--- config.mk ---
export PLATFORM = sky130hd
export DESIGN_NAME = add_requester
export DESIGN_NICKNAME = d
export VERILOG_FILES = /design/src/rtl/add_requester.sv
export SDC_FILE = /design/constraint.sdc
export NUM_CORES = 1
export LEC_CHECK = 0
export CAP_MARGIN = 5
export CORE_ASPECT_RATIO = 0.5
export CORE_MARGIN = 10
export CORE_UTILIZATION = 41
export CTS_CLUSTER_SIZE = 14
export DETAILED_ROUTE_END_ITERATION = 12
export PLACE_DENSITY = 0.75
export SLEW_MARGIN = 20
export SYNTH_ARGS = -nofsm -noshare
export SYNTH_HDL_FRONTEND = slang
export SYNTH_SLANG_ARGS = --single-unit
--- constraint.sdc ---
create_clock -name clk -period 1.88 [get_ports clk]
set_input_delay 0.47 -clock clk [delete_from_list [all_inputs] [get_ports clk]]
set_output_delay 0.47 -clock clk [all_outputs]
set_load 0.02 [all_outputs]
--- src/rtl/add_requester.sv ---
// -----------------------------------------------------------------------------
// add_requester
//
// Takes one request at a time from an upstream valid/ready port and issues it
// to an external adder unit: a one-cycle start pulse, with the operands held
// on a/b. It waits for the unit's completion strobe, samples the result after
// a configurable capture delay, and offers it downstream on a valid/ready port.
// If the unit stays silent for TIMEOUT cycles, the block returns an error
// response instead (sum 0, rsp_err 1) and bumps a saturating error counter.
//
// Parameters
//   W        operand / result width
//   TIMEOUT  WAIT cycles allowed before abort (1..255)
//   CAP_DLY  cycles from the observed valid to sampling y (0..3)
//
// Ports
//   clk, rst_n            clock, asynchronous active-low reset
//   req_valid/req_ready   upstream request handshake
//   req_a, req_b          request operands
//   start                 one-cycle issue pulse to the adder unit
//   a, b                  operands to the adder unit (held until next accept)
//   y, valid              adder unit result and completion strobe
//   rsp_valid/rsp_ready   downstream response handshake
//   rsp_sum, rsp_err      captured result, timeout flag
//   err_cnt               saturating count of timeouts since reset
// -----------------------------------------------------------------------------
module add_requester #(
  parameter int W       = 8,
  parameter int TIMEOUT = 15,
  parameter int CAP_DLY = 1
) (
  input  logic         clk,
  input  logic         rst_n,
  input  logic         req_valid,
  output logic         req_ready,
  input  logic [W-1:0] req_a,
  input  logic [W-1:0] req_b,
  output logic         start,
  output logic [W-1:0] a,
  output logic [W-1:0] b,
  input  logic [W-1:0] y,
  input  logic         valid,
  output logic         rsp_valid,
  input  logic         rsp_ready,
  output logic [W-1:0] rsp_sum,
  output logic         rsp_err,
  output logic [7:0]   err_cnt
);

  typedef enum logic [2:0] {
    S_IDLE,
    S_ISSUE,
    S_WAIT,
    S_CAPT,
    S_RESP
  } state_e;

  // Timer value on the last permitted WAIT cycle and on the last CAPT cycle.
  localparam logic [7:0] TIMER_LAST = 8'(TIMEOUT - 1);
  localparam logic [7:0] CAPT_LAST  = (CAP_DLY > 0) ? 8'(CAP_DLY - 1) : 8'd0;

  state_e         state_q, state_d;
  logic [7:0]     timer_q, timer_d;
  logic [W-1:0]   a_q, a_d;
  logic [W-1:0]   b_q, b_d;
  logic [W-1:0]   rsp_sum_q, rsp_sum_d;
  logic           rsp_err_q, rsp_err_d;
  logic [7:0]     err_cnt_q, err_cnt_d;
  // Goes high on the first edge after reset release, so req_ready stays low
  // for the whole reset period even though the state is already IDLE.
  logic           out_of_rst_q;
  logic           accept;

  assign accept = req_valid && req_ready;

  // ---------------------------------------------------------------------------
  // FSM: state register
  // ---------------------------------------------------------------------------
  // NOTE: clocked state uses non-blocking assignments so that every register
  // samples the pre-edge value of every other register, whatever the
  // statement order.
  always_ff @(posedge clk or negedge rst_n) begin
    if (!rst_n) begin
      state_q      <= S_IDLE;
      out_of_rst_q <= 1'b0;
    end else begin
      state_q      <= state_d;
      out_of_rst_q <= 1'b1;
    end
  end

  // ---------------------------------------------------------------------------
  // FSM: next-state logic
  // ---------------------------------------------------------------------------
  // NOTE: every signal written in a combinational block gets a default at the
  // top, so no path leaves it unassigned and no latch is inferred.
  always_comb begin
    state_d = state_q;
    unique case (state_q)
      S_IDLE:  if (accept) state_d = S_ISSUE;
      S_ISSUE: state_d = S_WAIT;
      S_WAIT: begin
        // A completion on the final WAIT cycle wins over the timeout.
        if (valid)                       state_d = (CAP_DLY == 0) ? S_RESP : S_CAPT;
        else if (timer_q == TIMER_LAST)  state_d = S_RESP;
      end
      S_CAPT:  if (timer_q == CAPT_LAST) state_d = S_RESP;
      S_RESP:  if (rsp_ready) state_d = S_IDLE;
      default: state_d = S_IDLE;
    endcase
  end

  // ---------------------------------------------------------------------------
  // FSM: outputs
  // ---------------------------------------------------------------------------
  always_comb begin
    req_ready = (state_q == S_IDLE) && out_of_rst_q;
    start     = (state_q == S_ISSUE);
    rsp_valid = (state_q == S_RESP);
  end

  // ---------------------------------------------------------------------------
  // Datapath next-state: operands, timer, response, error counter
  // ---------------------------------------------------------------------------
  always_comb begin
    timer_d   = timer_q;
    a_d       = a_q;
    b_d       = b_q;
    rsp_sum_d = rsp_sum_q;
    rsp_err_d = rsp_err_q;
    err_cnt_d = err_cnt_q;
    unique case (state_q)
      S_IDLE: begin
        if (accept) begin
          a_d = req_a;
          b_d = req_b;
        end
      end
      S_ISSUE: timer_d = '0;
      S_WAIT: begin
        if (valid) begin
          // The timer is reused to count the capture delay in CAPT.
          timer_d = '0;
          if (CAP_DLY == 0) begin
            rsp_sum_d = y;
            rsp_err_d = 1'b0;
          end
        end else if (timer_q == TIMER_LAST) begin
          rsp_sum_d = '0;
          rsp_err_d = 1'b1;
          if (err_cnt_q != 8'hFF) err_cnt_d = err_cnt_q + 8'd1;
        end else begin
          timer_d = timer_q + 8'd1;
        end
      end
      S_CAPT: begin
        if (timer_q == CAPT_LAST) begin
          rsp_sum_d = y;
          rsp_err_d = 1'b0;
        end else begin
          timer_d = timer_q + 8'd1;
        end
      end
      default: ;
    endcase
  end

  always_ff @(posedge clk or negedge rst_n) begin
    if (!rst_n) begin
      timer_q   <= '0;
      a_q       <= '0;
      b_q       <= '0;
      rsp_sum_q <= '0;
      rsp_err_q <= 1'b0;
      err_cnt_q <= '0;
    end else begin
      timer_q   <= timer_d;
      a_q       <= a_d;
      b_q       <= b_d;
      rsp_sum_q <= rsp_sum_d;
      rsp_err_q <= rsp_err_d;
      err_cnt_q <= err_cnt_d;
    end
  end

  assign a       = a_q;
  assign b       = b_q;
  assign rsp_sum = rsp_sum_q;
  assign rsp_err = rsp_err_q;
  assign err_cnt = err_cnt_q;

endmodule

[After elaboration in Yosys (flattened, before gate mapping)]
Index checks and enable logic that the tools add are counted.
Word-level totals
  memory bits (read-only): 0
  bits in latches: 0
  RAM bits: 0
  output and inout port bits: 36
  input port bits: 29
  flip-flop bits (word level): 45
  memories kept: 0
  logic and storage cells: 54
Cells by class
  reduce and logical (&&, ||, !) cells: 11
  div/mod/pow operators: 0
  $lt $le $gt $ge: 0
  add/subtract/negate cells: 2
  $mul: 0
  bitwise operators: 1
  shift-type cells: 0
  muxes and demuxes: 18
  equal/unequal tests: 14
Operator list (number)
  $mux 8: 6
  $pmux 8 s3: 1
  $add 8x1->8 const B: 2
  $pmux 8 s2: 1
  $mux 3: 5
  $pmux 3 s5: 1
  $reduce_and 4->1: 3
  $ne 2x2->1 const B: 5
  $eq 8x4->1 const B: 1
  $logic_not 8->1: 1
  $ne 8x8->1 const B: 1
  $eq 3x2->1 const B: 2
  $ne 3x3->1 const B: 2
  $eq 3x1->1 const B: 1
  $eq 3x3->1 const B: 1
  $logic_not 3->1: 1
  $mux 1: 3
  $reduce_and 3->1: 1
  $reduce_bool 3->1: 1
  $logic_and 1x1->1: 2
  $ne 2x1->1 const B: 1
  $pmux 1 s2: 1
  $reduce_and 2->1: 1
  $reduce_bool 2->1: 1
  $not 1->1: 1

[Logic depth before layout (Yosys ltp)]
  depth in word-level cells: 5
  depth in mapped cells: 7
  depth with buffers taken out: 6

[Worst setup path after synthesis]
OpenSTA, ideal clock, no wires.
  path kind: reg-to-reg
  from: reg state_q[0]
  to: reg a_q[3] (netlist: a[3])
  cell stages (with the launch flop): 5
  clock period less this slack: 2.333 ns
  setup slack: -0.453 ns
  buffers on the path: 1
  data arrival time: 2.208 ns
  library setup time: 0.125 ns
  cells stage by stage: dfrtp_1 > nor4b_1 > nand2_1 > clkbuf_1 > mux2_2
On the way
  longest elaborated chain between the ends: 4
RTL lines
  start: declaration: line 62  | state_e state_q, state_d;
  start signal: assignment: line 87  | state_q <= state_d;
  $logic_not 3->1: line 117  | req_ready = (state_q == S_IDLE) && out_of_rst_q;
  $logic_and 1x1->1: line 117
  via req_ready: line 35  | output logic req_ready,
  $logic_and 1x1->1: line 74  | assign accept = req_valid && req_ready;
  $reduce_and 2->1 (no source line)
  end signal: assignment: line 171  | a_q <= '0;
  end signal: assignment: line 178  | a_q <= a_d;
  end: declaration: line 64  | logic [W-1:0] a_q, a_d;
The timed path passes the listed nets, and every way through them passes these cells.
A chain may end at the register's enable or synchronous reset.

[Final worst setup path]
  from: reg state_q[0]
  to: reg err_cnt_q[1] (netlist: err_cnt[1])
On the way
  longest elaborated chain between the ends: 2
RTL lines
  $eq 3x2->1: line 132  | unique case (state_q)
  $reduce_and 4->1 (no source line)
  end signal: assignment: line 182  | err_cnt_q <= err_cnt_d;
  end: declaration: line 68  | logic [7:0] err_cnt_q, err_cnt_d;
No other way between the ends.

==> results.yml <==
cts:
  cts_sinks: 45
  clk_pin_slew_worst_paths_ps: 90
  htree_levels: 2
  cts_buffer_depth: 2
  insertion_delay_ps: 300
  cts_tree: "built"
  hold_buffers: 0
  cts_made_buffers: 5
  cts_root_buffer: "clkbuf_8"
outcome:
  status: "finished with violations"
  violations: "negative setup slack"
drt:
  totalWireLength_mm: 5.54
  ant_nets: 0
  wl_per_cell_um: 16.1
  viasPerCell: 4.94
  dr.pass1.iters: 4
  via_count: 1703
  drt_iter0_markers: 75
  route.detailed.drc: 0
floorplanning:
  num_rows: 18
  fp.dieArea_um2: 8400
  ios: 65
  initial_utilization: 0.420
  fp.dieW_um: 120
  dieHeight_um: 70.0
  core_um2: 4890
cells_and_area:
  layout-drive-gt1-share: 0.320
  areaGrowthSynthToFinish_pct: 58.8
  fill_cells: 367
  insertedDiodeCount: 0
  final_cells: 345
  nNetsFinal: 308
synth:
  post_synth.cell_area_avg_um2: 11.9
  yosysTopAreaCell: "dfrtp_1"
  ys_ff_latch: 45
  synth_area_um2: 2050
  synthesis.instances: 172
  synth_top_area_share: 0.549
  synth_cell_types: 41
  yosys_most_used_dff: "dfrtp_1"
  synth_area_leaders: "dfrtp_1, mux2_2, a22o_1, xor2_1, ha_1"
  seq_area_frac_synth: 0.549
  synth_edf_count: 0
  synth_warnings: 0
  post-synth-top-count-cell: "dfrtp_1"
  synth_nets: 205
  ys_top_cells_by_count: "dfrtp_1, mux2_2, nand2_1, nand3_1"
  synth_async_sr_flop_share: 1.00
placement:
  routabilityCongestion: 0.852
  numPlacedInstances: 331
  dp_hpwl_mm: 4.24
  io_buffer_count: 64
sta:
  setup_viol: 9
  min_period_over_period: 1.05
  relSlewSlack: 0.598
  setup_ws_ps: -93.2
  clock_skew_ps: 6.53
  fmax_ghz: 0.507
  hold_viol: 0
  final-max-slew-violation-count: 0
  fin_crit_ps: 1970
  rsz0062_at_grt: "yes"
  max_slew.worst_pin.slew_ps: 594
power:
  p_total_mw: 4.41
  p_per_area_nw_per_um2: 1360
  p_leak_nw: 1.50
  ir_drop_uv: 646
worst_setup_path:
  critPathMaxFanout: 8
  crit_path_start_kind: "register"
  crit_required_ps: 2070
  critical_path_class: "register to register"
  end_kind: "register"
  arrival_ps: 2160
hold_path:
  hold_path_class: "input port to async pin"
grt:
  grt_use_total: 0.138
  grt_pass1_wl_mm: 9.49
  antenna_found_initial: 0
  grt_overflow_total: 0
  grt_pass1_vias: 1818
  grt_max_degree: 46
run:
  max_cap_violations: 0
## final timing paths
check | to | depth (start not counted) | startpoint | slack (ps)
setup / recovery | err_cnt[1]$_DFFE_PN0P_ | 4 | state_q[0]$_DFFE_PN0P_ | -90
hold / removal | a[3]$_DFFE_PN0P_ | 2 | rst_n | 240
setup reg to reg | err_cnt[1]$_DFFE_PN0P_ | 4 | state_q[0]$_DFFE_PN0P_ | -90
hold reg to reg | err_cnt[5]$_DFFE_PN0P_ | 1 | err_cnt[5]$_DFFE_PN0P_ | 500
max in group asynchronous | state_q[1]$_DFFE_PN0P_ | 2 | rst_n | 1230
min in group clk | err_cnt[5]$_DFFE_PN0P_ | 1 | err_cnt[5]$_DFFE_PN0P_ | 500
## worst max-delay path: stages (launching register included)
cell     delay, ps
dfrtp_1        390
or4b_4         540
or3_4          480
nor2_4         140
mux2_4         310
## kinds of logic (layout without fill, tap and decap cells)
group	count (synthesis)	after routing	synth area share
other	1	1	0.00183
adder cells (fa/ha/maj)	4	4	0.0244
buffers and inverters	10	113	0.0220
AO/OA/AOI/OAI	27	27	0.0964
flip-flops	45	45	0.549
XOR/XNOR	10	10	0.0427
AND/OR/NAND/NOR	55	55	0.155
multiplexers	20	20	0.109
## routing by layer
metal,vias up,GRT usage,wire (um)
met4,0,0.0465,87
met5,-,0,0
li1,829,-,-
met3,12,0.0337,197
met1,835,0.157,2280
met2,27,0.249,2980
## state kept, by name (all words and copies together), names as in the netlist
signal and count:
err_cnt 8, rsp_err 1, rsp_sum 8, out_of_rst_q 1, b 8, timer_q 8, a 8, state_q 3
## layout by cell type, fill, tap and decap left out, types with 4 or more instances in the layout
cell type,instances
nor3_1,5
nand3_1,9
xor2_1,7
a21oi_1,5
a22o_1,8
clkdlybuf4s50_1,56
mux2_2,17
buf_2,4
buf_4,34
nand2_1,8
dfrtp_1,44
clkbuf_8,5
nor2_1,5
## stage by stage
step	utilization	cell area, um2	setup slack, ps	setup TNS (ps)	hold slack (ps)
final	0.666	3260	-93.2	-324	237
after global routing	0.666	3260	-160	-1200	276
after CTS	0.657	3210	-118	-629	264
after detailed placement	0.620	3030	-733	-11330	485
after global placement	0.620	3030	-640	-10360	482
after floorplan	-	2090	-108	-516	174
## report_power, final
part	leakage [nW]	internal [mW]	switching, mW
clock network	0.0540	0.387	0.327
logic	0.871	1.21	1.04
registers	0.575	1.28	0.171
## final cells by class
type / count / area, um2 / share of cell area
clock buffer: 5 / 68.8 / 0.0211
clock inverter: 2 / 35.0 / 0.0108
inverter: 4 / 15.0 / 0.00461
multi-input combinational: 117 / 991 / 0.304
sequential: 45 / 1130 / 0.346
tap: 70 / 87.6 / 0.0269
timing repair buffer: 102 / 932 / 0.286
## what timing repair did
item,in CTS,in global routing
setup endpoints to repair,25,26
cloned,1,0
resized for setup,30,9
pin swaps,6,9
buffers inserted,3,4
No activity file was read; power rests on OpenSTA's default activity.
